$ cat src/rtl/gpr_file_mp_if.sv
// -----------------------------------------------------------------------------
// gpr_file_mp_if
//   Bus bundle between the decode/writeback side and the multi-port register
//   file gpr_file_mp. Clock and reset are not part of the bundle.
//
//   Parameters
//     DATA_W  entry width in bits
//     ADDR_W  address width
//     NUM_RD  number of read ports
//
//   Signals (direction as seen from the register file, modport slave)
//     init_done  out  clear sequence finished
//     we         in   writeback write enable
//     waddr      in   writeback address
//     wdata      in   writeback data
//     rsv_en     in   reserve (mark pending) rsv_addr
//     rsv_addr   in   destination being reserved
//     flush      in   drop every reservation
//     re         in   per-port read enable
//     raddr      in   packed read addresses, port i at [i*ADDR_W +: ADDR_W]
//     rdata      out  packed read data, port i at [i*DATA_W +: DATA_W]
//     rbusy      out  per-port operand-not-ready flag
// -----------------------------------------------------------------------------
interface gpr_file_mp_if #(
  parameter int DATA_W = 32,
  parameter int ADDR_W = 5,
  parameter int NUM_RD = 2
) ();

  logic                     init_done;
  logic                     we;
  logic [ADDR_W-1:0]        waddr;
  logic [DATA_W-1:0]        wdata;
  logic                     rsv_en;
  logic [ADDR_W-1:0]        rsv_addr;
  logic                     flush;
  logic [NUM_RD-1:0]        re;
  logic [NUM_RD*ADDR_W-1:0] raddr;
  logic [NUM_RD*DATA_W-1:0] rdata;
  logic [NUM_RD-1:0]        rbusy;

  // Decode / writeback side
  modport master (
    input  init_done,
    input  rdata,
    input  rbusy,
    output we,
    output waddr,
    output wdata,
    output rsv_en,
    output rsv_addr,
    output flush,
    output re,
    output raddr
  );

  // Register file side
  modport slave (
    output init_done,
    output rdata,
    output rbusy,
    input  we,
    input  waddr,
    input  wdata,
    input  rsv_en,
    input  rsv_addr,
    input  flush,
    input  re,
    input  raddr
  );

endinterface

$ cat src/rtl/gpr_file_mp.sv
// -----------------------------------------------------------------------------
// gpr_file_mp
//   Multi-read-port general-purpose register file for the decode stage with a
//   per-entry pending-write scoreboard. After reset the array is swept to zero
//   one entry per cycle (INIT); normal operation (RUN) starts once the last
//   entry has been cleared.
//
//   Optional feature macro: GPR_BYPASS_EN
//     defined   : a same-cycle writeback is forwarded to matching read ports
//                 (data = wdata, busy = 0)
//     undefined : reads see registered state only
//
//   Parameters
//     DATA_W    entry width
//     ADDR_W    address width, DEPTH = 2**ADDR_W
//     NUM_RD    number of read ports (1..4)
//     ZERO_REG  1: entry 0 reads zero, is never written, never pending
//
//   Ports
//     clk   in  clock, rising edge
//     rst   in  asynchronous active-high reset, restarts the clear sweep
//     bus   gpr_file_mp_if.slave (see interface header)
// -----------------------------------------------------------------------------
module gpr_file_mp #(
  parameter int DATA_W   = 32,
  parameter int ADDR_W   = 5,
  parameter int NUM_RD   = 2,
  parameter int ZERO_REG = 1
) (
  input  logic          clk,
  input  logic          rst,
  gpr_file_mp_if.slave  bus
);

  localparam int DEPTH = 2 ** ADDR_W;
  localparam logic [ADDR_W-1:0] CNT_LAST = {ADDR_W{1'b1}};
  localparam logic [DEPTH-1:0]  ONE_HOT0 = {{(DEPTH-1){1'b0}}, 1'b1};

  typedef enum logic {
    ST_INIT = 1'b0,
    ST_RUN  = 1'b1
  } state_t;

  state_t                   state_r;
  state_t                   state_nxt_s;
  logic [ADDR_W-1:0]        cnt_r;
  logic [ADDR_W-1:0]        cnt_nxt_s;
  logic                     init_done_r;

  logic [DATA_W-1:0]        mem_r [DEPTH];
  logic [DEPTH-1:0]         pend_r;
  logic [DEPTH-1:0]         pend_nxt_s;

  logic                     run_s;
  logic                     wr_ok_s;
  logic                     rsv_ok_s;
  logic [DEPTH-1:0]         wr_clr_mask_s;
  logic [DEPTH-1:0]         rsv_set_mask_s;

  logic [ADDR_W-1:0]        ra_s [NUM_RD];
  logic [NUM_RD*DATA_W-1:0] rdata_s;
  logic [NUM_RD-1:0]        rbusy_s;

  // Entry 0 is hard-wired when ZERO_REG is set: no write, no reservation,
  // always reads zero and never busy.
  function automatic logic is_prot(input logic [ADDR_W-1:0] addr);
    return (ZERO_REG != 0) && (addr == {ADDR_W{1'b0}});
  endfunction

  // ---------------------------------------------------------------------------
  // Control qualification
  // ---------------------------------------------------------------------------
  assign run_s    = (state_r == ST_RUN);
  assign wr_ok_s  = run_s && bus.we     && !is_prot(bus.waddr);
  assign rsv_ok_s = run_s && bus.rsv_en && !is_prot(bus.rsv_addr);

  // One-hot masks of the scoreboard bit released by writeback and set by issue
  assign wr_clr_mask_s  = wr_ok_s  ? (ONE_HOT0 << bus.waddr)    : {DEPTH{1'b0}};
  assign rsv_set_mask_s = rsv_ok_s ? (ONE_HOT0 << bus.rsv_addr) : {DEPTH{1'b0}};

  // ---------------------------------------------------------------------------
  // FSM
  // ---------------------------------------------------------------------------

  // State, sweep counter and init_done flag registers
  always_ff @(posedge clk or posedge rst) begin
    if (rst) begin
      state_r     <= ST_INIT;
      cnt_r       <= {ADDR_W{1'b0}};
      init_done_r <= 1'b0;
    end else begin
      state_r     <= state_nxt_s;
      cnt_r       <= cnt_nxt_s;
      init_done_r <= (state_nxt_s == ST_RUN);
    end
  end

  // Next-state logic: INIT sweeps every entry once, then RUN until reset
  always_comb begin
    state_nxt_s = state_r;
    cnt_nxt_s   = cnt_r;
    case (state_r)
      ST_INIT: begin
        cnt_nxt_s = cnt_r + {{(ADDR_W-1){1'b0}}, 1'b1};
        if (cnt_r == CNT_LAST) begin
          state_nxt_s = ST_RUN;
        end else begin
          state_nxt_s = ST_INIT;
        end
      end
      ST_RUN: begin
        state_nxt_s = ST_RUN;
        cnt_nxt_s   = {ADDR_W{1'b0}};
      end
      default: begin
        state_nxt_s = ST_INIT;
        cnt_nxt_s   = {ADDR_W{1'b0}};
      end
    endcase
  end

  // ---------------------------------------------------------------------------
  // Storage
  // ---------------------------------------------------------------------------

  // Data array: zero sweep while INIT, writeback while RUN. No reset on the
  // array itself; contents are defined only once the sweep has completed.
  always_ff @(posedge clk) begin
    if (state_r == ST_INIT) begin
      mem_r[cnt_r] <= {DATA_W{1'b0}};
    end else if (wr_ok_s) begin
      mem_r[bus.waddr] <= bus.wdata;
    end
  end

  // Scoreboard update: flush beats everything; otherwise reserve is applied
  // after the writeback release so a same-address pair ends up pending.
  always_comb begin
    pend_nxt_s = pend_r;
    if (!run_s) begin
      pend_nxt_s = pend_r;
    end else if (bus.flush) begin
      pend_nxt_s = {DEPTH{1'b0}};
    end else begin
      pend_nxt_s = (pend_r & ~wr_clr_mask_s) | rsv_set_mask_s;
    end
  end

  // Scoreboard register, cleared asynchronously by reset
  always_ff @(posedge clk or posedge rst) begin
    if (rst) begin
      pend_r <= {DEPTH{1'b0}};
    end else begin
      pend_r <= pend_nxt_s;
    end
  end

  // ---------------------------------------------------------------------------
  // Read ports
  // ---------------------------------------------------------------------------
  for (genvar g = 0; g < NUM_RD; g++) begin : g_ra
    assign ra_s[g] = bus.raddr[g*ADDR_W +: ADDR_W];
  end

  // Combinational read: INIT masks data and reports everything busy; in RUN
  // each port is independent and optionally forwards the current writeback.
  always_comb begin
    rdata_s = {(NUM_RD*DATA_W){1'b0}};
    rbusy_s = {NUM_RD{1'b0}};
    if (!run_s) begin
      rdata_s = {(NUM_RD*DATA_W){1'b0}};
      rbusy_s = {NUM_RD{1'b1}};
    end else begin
      for (int i = 0; i < NUM_RD; i++) begin
        if (!bus.re[i] || is_prot(ra_s[i])) begin
          rdata_s[i*DATA_W +: DATA_W] = {DATA_W{1'b0}};
          rbusy_s[i]                  = 1'b0;
        end else begin
`ifdef GPR_BYPASS_EN
          if (wr_ok_s && (ra_s[i] == bus.waddr)) begin
            rdata_s[i*DATA_W +: DATA_W] = bus.wdata;
            rbusy_s[i]                  = 1'b0;
          end else begin
            rdata_s[i*DATA_W +: DATA_W] = mem_r[ra_s[i]];
            rbusy_s[i]                  = pend_r[ra_s[i]];
          end
`else
          rdata_s[i*DATA_W +: DATA_W] = mem_r[ra_s[i]];
          rbusy_s[i]                  = pend_r[ra_s[i]];
`endif
        end
      end
    end
  end

  assign bus.rdata     = rdata_s;
  assign bus.rbusy     = rbusy_s;
  assign bus.init_done = init_done_r;

endmodule
$ cat src/flat_wrapper.sv
// flat-port wrapper written by rule: the top's interface ports become plain ports
module gpr_file_mp_flat 
#(
  parameter int DATA_W   = 32,
  parameter int ADDR_W   = 5,
  parameter int NUM_RD   = 2,
  parameter int ZERO_REG = 1
)
  (clk, rst, bus_init_done, bus_rdata, bus_rbusy, bus_we, bus_waddr, bus_wdata, bus_rsv_en, bus_rsv_addr, bus_flush, bus_re, bus_raddr);
  gpr_file_mp_if #(.DATA_W(DATA_W), .ADDR_W(ADDR_W), .NUM_RD(NUM_RD)) bus_i ();
  input  logic clk;
  input  logic rst;
  output wire logic [$bits(bus_i.init_done)-1:0] bus_init_done;
  output wire logic [$bits(bus_i.rdata)-1:0] bus_rdata;
  output wire logic [$bits(bus_i.rbusy)-1:0] bus_rbusy;
  input wire logic [$bits(bus_i.we)-1:0] bus_we;
  input wire logic [$bits(bus_i.waddr)-1:0] bus_waddr;
  input wire logic [$bits(bus_i.wdata)-1:0] bus_wdata;
  input wire logic [$bits(bus_i.rsv_en)-1:0] bus_rsv_en;
  input wire logic [$bits(bus_i.rsv_addr)-1:0] bus_rsv_addr;
  input wire logic [$bits(bus_i.flush)-1:0] bus_flush;
  input wire logic [$bits(bus_i.re)-1:0] bus_re;
  input wire logic [$bits(bus_i.raddr)-1:0] bus_raddr;
  assign bus_init_done = bus_i.init_done;
  assign bus_rdata = bus_i.rdata;
  assign bus_rbusy = bus_i.rbusy;
  assign bus_i.we = bus_we;
  assign bus_i.waddr = bus_waddr;
  assign bus_i.wdata = bus_wdata;
  assign bus_i.rsv_en = bus_rsv_en;
  assign bus_i.rsv_addr = bus_rsv_addr;
  assign bus_i.flush = bus_flush;
  assign bus_i.re = bus_re;
  assign bus_i.raddr = bus_raddr;
  gpr_file_mp #(.DATA_W(DATA_W), .ADDR_W(ADDR_W), .NUM_RD(NUM_RD), .ZERO_REG(ZERO_REG)) u_core (.clk(clk), .rst(rst), .bus(bus_i));
endmodule
$ cat config.mk
export PLATFORM = sky130hd
export DESIGN_NAME = gpr_file_mp_flat
export DESIGN_NICKNAME = d
export VERILOG_FILES = /design/src/rtl/gpr_file_mp_if.sv /design/src/rtl/gpr_file_mp.sv /design/src/flat_wrapper.sv
export SDC_FILE = /design/constraint.sdc
export NUM_CORES = 1
export LEC_CHECK = 0
export BUFFER_PORTS_ARGS = -buffer_cell sky130_fd_sc_hd__buf_2
export CAP_MARGIN = 20
export CORE_UTILIZATION = 60
export CTS_BUF_LIST = sky130_fd_sc_hd__clkbuf_4
export CTS_CLUSTER_SIZE = 16
export DETAILED_ROUTE_END_ITERATION = 10
export GPL_TIMING_DRIVEN = 0
export PLACE_DENSITY = 0.77
export SETUP_SLACK_MARGIN = 0.02
export SLEW_MARGIN = 25
export SYNTH_ARGS = -nofsm -noshare
export SYNTH_HDL_FRONTEND = slang
export SYNTH_SLANG_ARGS = --single-unit
export TNS_END_PERCENT = 50
$ cat constraint.sdc
create_clock -name clk -period 4.8 [get_ports clk]
set_clock_uncertainty 0.2 [all_clocks]
set_input_delay 0.96 -clock clk [delete_from_list [all_inputs] [get_ports clk]]
set_output_delay 0.96 -clock clk [all_outputs]
set_load 0.01 [all_outputs]
==> results of run 1 <==
## layer usage
metal  vias up  global-route usage  routed length (µm)
met1     16530              0.5006               53400
met5         -            0.006807                 104
met3       618              0.1217               22870
li1      12220                   -                   -
met4         4              0.2117                9446
met2      3164              0.5768               73870
## placed cells by master (no fill, tap or decap), types with 12 or more instances in the layout
cell type	count
edfxtp_1	1024
mux4_2	520
clkbuf_4	410
buf_2	177
mux2i_1	167
o22ai_1	100
clkbuf_1	67
a211o_1	64
o21ai_0	50
nor2_1	43
clkinv_1	40
buf_16	39
dfrtp_1	38
buf_4	35
a22o_1	32
a221oi_2	32
nand2_1	24
buf_6	24
nor2_4	24
and2_2	20
buf_12	19
nor2b_1	17
a31oi_1	16
and2_1	15
clkbuf_2	13
nand3_1	12
## registers in the layout, summed over array words and instances (netlist names)
signal,cells
u_core.mem_r,1024
u_core.run_s,1
u_core.pend_r,32
u_core.cnt_r,5
## where the power goes
group          switching, µW  internal, µW  leakage (µW)
clock                   3740          4130       0.00205
combinational           1130           667       0.00776
sequential              7.89         10200        0.0112
total                   4880         15000        0.0210
## cell usage after synthesis (8+ instances only)
master and count:
a211o_1 64, nand2_1 24, nor3_1 8, buf_2 60, mux4_2 520, o22ai_1 100, nor2b_1 17, buf_1 11
a22o_1 32, dfrtp_1 38, a21oi_1 17, edfxtp_1 1024, clkbuf_1 78, and2_1 35, a221oi_2 32, nor2_1 68
o21ai_0 53, mux2i_1 167, nand2b_1 9, buf_4 35, nand3_1 12, buf_6 22, a31oi_1 16, inv_1 9
## critical path: stages
cell      delay, ns
buf_2          0.14
buf_2          0.45
clkbuf_1       0.82
mux4_2         0.36
mux2i_1        0.17
a22o_1         0.28
nor2_1         0.28
buf_2          0.20
## area by class of cell
class,instances,area (µm²)
flip-flops and latches,1062,31700
fillers,5078,24930
multi-input cells,1259,17630
clock buffers,407,3055
repair buffers,186,2147
well taps,1070,1339
plain buffers,215,1300
clock inverters,55,346.6
inverters,10,37.54
diodes,6,15.01
## through the flow
| step | power, µW | hold WS (ns) |
|---|---|---|
| floorplan | 11470 | 0.2656 |
| global placement | 12060 | 0.3069 |
| detailed placement | 12140 | 0.3132 |
| CTS | 19800 | 0.02438 |
| global route | 20360 | 0.07148 |
| finish | 19870 | 0.04377 |
## path summary, 6_finish.rpt
path / to / slack, ns / startpoint
max: bus_rdata[0] / -0.05 / bus_raddr[2]
min: u_core.pend_r[8]$_DFFE_PP0P_ / 0.04 / bus_rsv_addr[0]
max reg2reg: u_core.mem_r[8][13]$_DFFE_PP_ / 1.16 / u_core.run_s$_DFF_PP0_
min reg2reg: u_core.pend_r[19]$_DFFE_PP0P_ / 0.34 / u_core.pend_r[19]$_DFFE_PP0P_
max in group asynchronous: u_core.pend_r[19]$_DFFE_PP0P_ / 3.72 / rst
min in group asynchronous: u_core.pend_r[16]$_DFFE_PP0P_ / 0.17 / rst
## cells by family after synthesis
group                    count (synthesis)  synth area share
flip-flops                            1062            0.6297
multiplexers                           694            0.2674
AO/OA/AOI/OAI                          355           0.05466
buffers and inverters                  225           0.02612
AND/OR/NAND/NOR                        206           0.02120
XOR/XNOR                                 2         0.0003480
adder cells (fa/ha/maj)                  2         0.0004970
## repair_timing
item,in CTS,in global routing
hold buffers,7,0
cloned,0,0
endpoints found under the hold margin,40,0
endpoints found under the setup margin,1,10
resized for setup,1,7
buffers inserted,0,0
pin swaps,0,0
==> results by group, run 1 <==
Outcome
  • Status: complete, but fails checks
  • Failing checks: negative setup slack

STA
  • Final setup vio count: 2
  • Rel. slew slack: 0.2513
  • Maximum clock frequency: 206.3 MHz
  • Hold Fails Final Rpt: 0
  • RSZ-0062 raised after global routing: true
  • Final TNS setup: -0.07596 ns
  • Fin crit share: 1.010
  • Slew of the pin with the lowest slew margin: 1.123 ns
  • Final-report max-slew violation count: 0
  • Setup WS post-layout: -0.04848 ns
  • Minimum clock period: 4.848 ns

Layout
  • Final non-filler cell total: 4,270
  • Utilization after layout: 0.6978
  • Syn-to-layout area delta: 14.38%
  • Cell area after layout: 57,580 µm²
  • Nets: 3,083
  • Layout cells sized above 1: 0.4271

GRT
  • Initial antenna violation count: 2
  • Total congestion overflow: 0
  • Largest net degree at the start of global routing: 33
  • First-pass GRT wire length: 227,800 µm
  • Gr usage total: 0.3832
  • Vias in the first global route: 33,210

Floorplan
  • Die Ht: 291.7 µm
  • Die footprint: 85,060 µm²
  • I/O pin cnt: 126
  • Num rows: 105
  • Starting Density: 0.6101
  • Core Area: 82,500 µm²
  • Die X: 291.7 µm

Detailed routing
  • DR WL/cell: 37.40 µm
  • Initial DRC count: 5,445
  • Via count: 32,540
  • Iteration count of the initial detailed-routing pass: 9
  • Detailed-route vias per instance: 7.619
  • Number of remaining DRC errors: 0
  • Total wire length: 159,700 µm
  • Post-route ant nets: 0

Place
  • Routability cong.: 0.9242
  • Inst Count DP: 3,794
  • Place WS: -0.02942 ns
  • Dpl cell area: 54,040 µm²
  • Port bufs: 118
  • HPWL Detailed: 109,400 µm

CTS
  • Cts bufs inserted: 288
  • CTS tree: built
  • Clk buf depth: 4
  • Root buffer cell: clkbuf_4
  • Clk_lat worst skew: 1.18 ns
  • Sink Count: 1,062
  • # H-tree levels: 5
  • Reg clk slew, reported paths: 0.06 ns

Critical path
  • Critical setup path kind: in -> out
  • Setup crit start kind: input pin
  • Crit path DAT: 3.69 ns
  • CP Data Required Time: 3.64 ns
  • R2r worst-path depth: 7
  • Worst Setup End Kind: output port
  • CP Max Fanout: 10

Hold path
  • Worst Hold Depth: 4
  • Worst hold path class: in -> reg

Yosys
  • Area contributors post-synth: edfxtp_1 (61%), mux4_2 (23%), mux2i_1 (3.3%), dfrtp_1 (1.9%), o22ai_1 (1.2%)
  • Number of synthesized flops with an enable pin: 1,024
  • Avg Inst Size Synth: 19.77 µm²
  • Post-Syn Instances: 2,546
  • Top cell type's share of synthesized area: 0.6109
  • Yosys reg bits: 1,062
  • Post-synthesis async set-or-reset flop share: 0.03578
  • Top FF cell, synth: edfxtp_1
  • Yosys Warn Count: 0
  • Sequential share of the synthesized area: 0.6297
  • Mapped Area: 50,340 µm²
  • Synth area leader: edfxtp_1
  • Net Count, Synth: 2,607
  • Unique cell type count in the Yosys netlist: 65

Pwr
  • Worst vdd ir: 0.2216 mV
  • Power Density: 345.1 nW/µm²
  • Leakage power total: 0.02096 µW

Job
  • Max-Cap Viols: 0
Power figures use the tool's default switching activity.
==> inputs of run 2 (changes only) <==
- BUFFER_PORTS_ARGS: -buffer_cell sky130_fd_sc_hd__buf_2 -> not set
- DONT_BUFFER_PORTS: not set -> 1
- PLACE_DENSITY: 0.77 -> 0.76
==> run 2 against run 1 <==
Against the previous run: register-to-register slack worse by 0.23 ns; critical endpoint is now bus_rdata[62]; flip-flop and latch count stayed put; the run now ends clean; worst hold slack better by 0.11 ns; sequential share of layout area is 0.43 points higher.
==> results by group, run 2 (same netlist as run 1, synthesis figures left out) <==
Place
  • Inst Count DP: 3,680
  • Routability cong.: 0.9474
  • Port bufs: 0
  • HPWL Detailed: 110,400 µm
  • Dpl cell area: 53,590 µm²

CTS
  • Reg clk slew, reported paths: 0.07 ns
  • Clk_lat worst skew: 1.12 ns
  • # H-tree levels: 5
  • CTS tree: built
  • Root buffer cell: clkbuf_4
  • Clk buf depth: 4
  • Sink Count: 1,062
  • Cts bufs inserted: 293
  • Post-CTS Setup Bufs: 0

Detailed routing
  • Initial DRC count: 5,283
  • Post-route ant nets: 0
  • Number of remaining DRC errors: 0
  • Via count: 31,920
  • Detailed-route vias per instance: 7.655
  • DR WL/cell: 38.20 µm
  • Total wire length: 159,300 µm
  • Iteration count of the initial detailed-routing pass: 8

Critical path
  • CP Data Required Time: 3.64 ns
  • CP cell instances: buf_2 > buf_2 > clkbuf_4 > buf_2 > mux4_2 > mux2i_1 > a221oi_2
  • Top cell by count, worst path: buf_2
  • Crit path depth: 7
  • CP startpoint: bus_raddr[6]
  • Worst Setup End Kind: output port
  • Critical Path Max Stage Delay: 0.56 ns
  • R2r worst-path depth: 7
  • Register-to-Register Setup Slack: 0.93 ns
  • R2R Path End: u_core.mem_r[8][14]$_DFFE_PP_
  • CP delay by family, top: buffers and inverters
  • Setup crit start kind: input pin
  • CP Capture Point: bus_rdata[62]
  • Crit path DAT: 3.61 ns
  • CP bufs+invs: 4
  • Critical setup path kind: in -> out
  • Reg2reg start: u_core.run_s$_DFF_PP0_
  • CP Max Fanout: 12
  • Worst path slowest cell: a221oi_2

Outcome
  • Status: finished clean

Floorplan
  • Die Ht: 291.7 µm
  • Num rows: 105
  • Die X: 291.7 µm
  • Core Area: 82,500 µm²
  • Starting Density: 0.6101
  • Die footprint: 85,060 µm²
  • I/O pin cnt: 126

Pwr
  • Sw frac: 0.2454
  • Power Internal: 14,850 µW
  • Power share of the combinational group: 0.088
  • Worst vdd ir: 0.2568 mV
  • PnR Total Power: 19,690 µW
  • Reg power frac: 0.518
  • Power Density: 344.6 nW/µm²
  • Clock share of power: 0.394
  • Leakage power total: 0.02049 µW
  • Switching power: 4831 µW

STA
  • Minimum clock period: 4.772 ns
  • Fin crit share: 0.9942
  • Final TNS setup: 0 ns
  • Maximum clock frequency: 209.5 MHz
  • Final setup vio count: 0
  • RSZ-0062 raised after global routing: false
  • Rel. slew slack: 0.1801
  • Slew of the pin with the lowest slew margin: 1.230 ns
  • Final-report max-slew violation count: 0
  • Hold Fails Final Rpt: 0

Layout
  • Commonest non-fill, non-tap cells in the layout: edfxtp_1 (1,024), mux4_2 (520), clkbuf_4 (417)
  • Largest regs: u_core.mem_r (1024), u_core.pend_r (32), u_core.cnt_r (5)
  • Commonest non-fill, non-tap cell in the layout: edfxtp_1
  • Number of fillers in the final layout: 5,145
  • Max reg flops: 1,024
  • Syn-to-layout area delta: 13.50%
  • Cell area after layout: 57,130 µm²
  • Nets: 2,977
  • Final non-filler cell total: 4,170
  • Layout cells sized above 1: 0.4047
  • Register with the most flip-flops: u_core.mem_r

GRT
  • Gr usage total: 0.3802
  • First-pass GRT wire length: 224,100 µm
  • Initial antenna violation count: 8
  • Vias in the first global route: 32,120
  • Largest net degree at the start of global routing: 39
  • Total congestion overflow: 0

Hold path
  • Worst Hold Depth: 1
  • Worst hold path class: in -> reg

Job
  • Max-Cap Viols: 0
-- run 2: timing repair --
action / in CTS / in global routing
setup endpoints to repair: 0 / 3
hold endpoints to repair: 70 / 0
gates resized for setup: 0 / 1
hold buffers: 11 / 0
-- run 2: cell type report --
class | instances | area, µm² | area share
sequential | 1062 | 31700 | 0.5549
multi-input combinational | 1259 | 17630 | 0.3087
clock buffer | 415 | 3115 | 0.05453
timing repair buffer | 75 | 1730 | 0.03029
tap | 1070 | 1339 | 0.02343
buffer | 215 | 1289 | 0.02256
clock inverter | 53 | 259.0 | 0.004533
inverter | 10 | 37.54 | 0.0006570
antenna | 11 | 27.53 | 0.0004818
-- run 2: worst min path at each step --
stage | startpoint | endpoint | slack (ns)
2_1_floorplan | u_core.pend_r[1]$_DFFE_PP0P_ | u_core.pend_r[1]$_DFFE_PP0P_ | 0.27
3_3_place_gp | u_core.pend_r[27]$_DFFE_PP0P_ | u_core.pend_r[27]$_DFFE_PP0P_ | 0.31
3_5_place_dp | u_core.pend_r[27]$_DFFE_PP0P_ | u_core.pend_r[27]$_DFFE_PP0P_ | 0.30
4_1_cts | bus_waddr[2] | u_core.pend_r[2]$_DFFE_PP0P_ | 0.07
5_1_grt | bus_wdata[4] | u_core.mem_r[5][4]$_DFFE_PP_ | 0.13
6_report | bus_wdata[1] | u_core.mem_r[25][1]$_DFFE_PP_ | 0.16
-- run 2: per-layer routing --
metal	GRT usage	vias up	wire length (µm)
met2	0.5733	2941	74330
met3	0.1219	600	22550
met1	0.4940	16380	53340
li1	-	12000	-
met5	0	-	41
met4	0.2136	6	9026
-- run 2: through the flow --
step	setup slack, ns	hold WS, ns	util
floorplan	0.7448	0.2656	-
global placement	-2.138	0.3057	0.6264
detailed placement	0.1121	0.3019	0.6495
CTS	0.09285	0.06745	0.6918
global route	0.04433	0.1321	0.6924
finish	0.02776	0.1567	0.6925
-- run 2: power by group through the flow --
stage | Sequential [µW] | Combinational, µW | Clock [µW]
after global placement | 10400 | 1600 | 0
after detailed placement | 10400 | 1680 | 0
final | 10200 | 1720 | 7760
after CTS | 10200 | 1690 | 7770
after floorplan | 10400 | 1080 | 0
after global routing | 10200 | 1770 | 8210
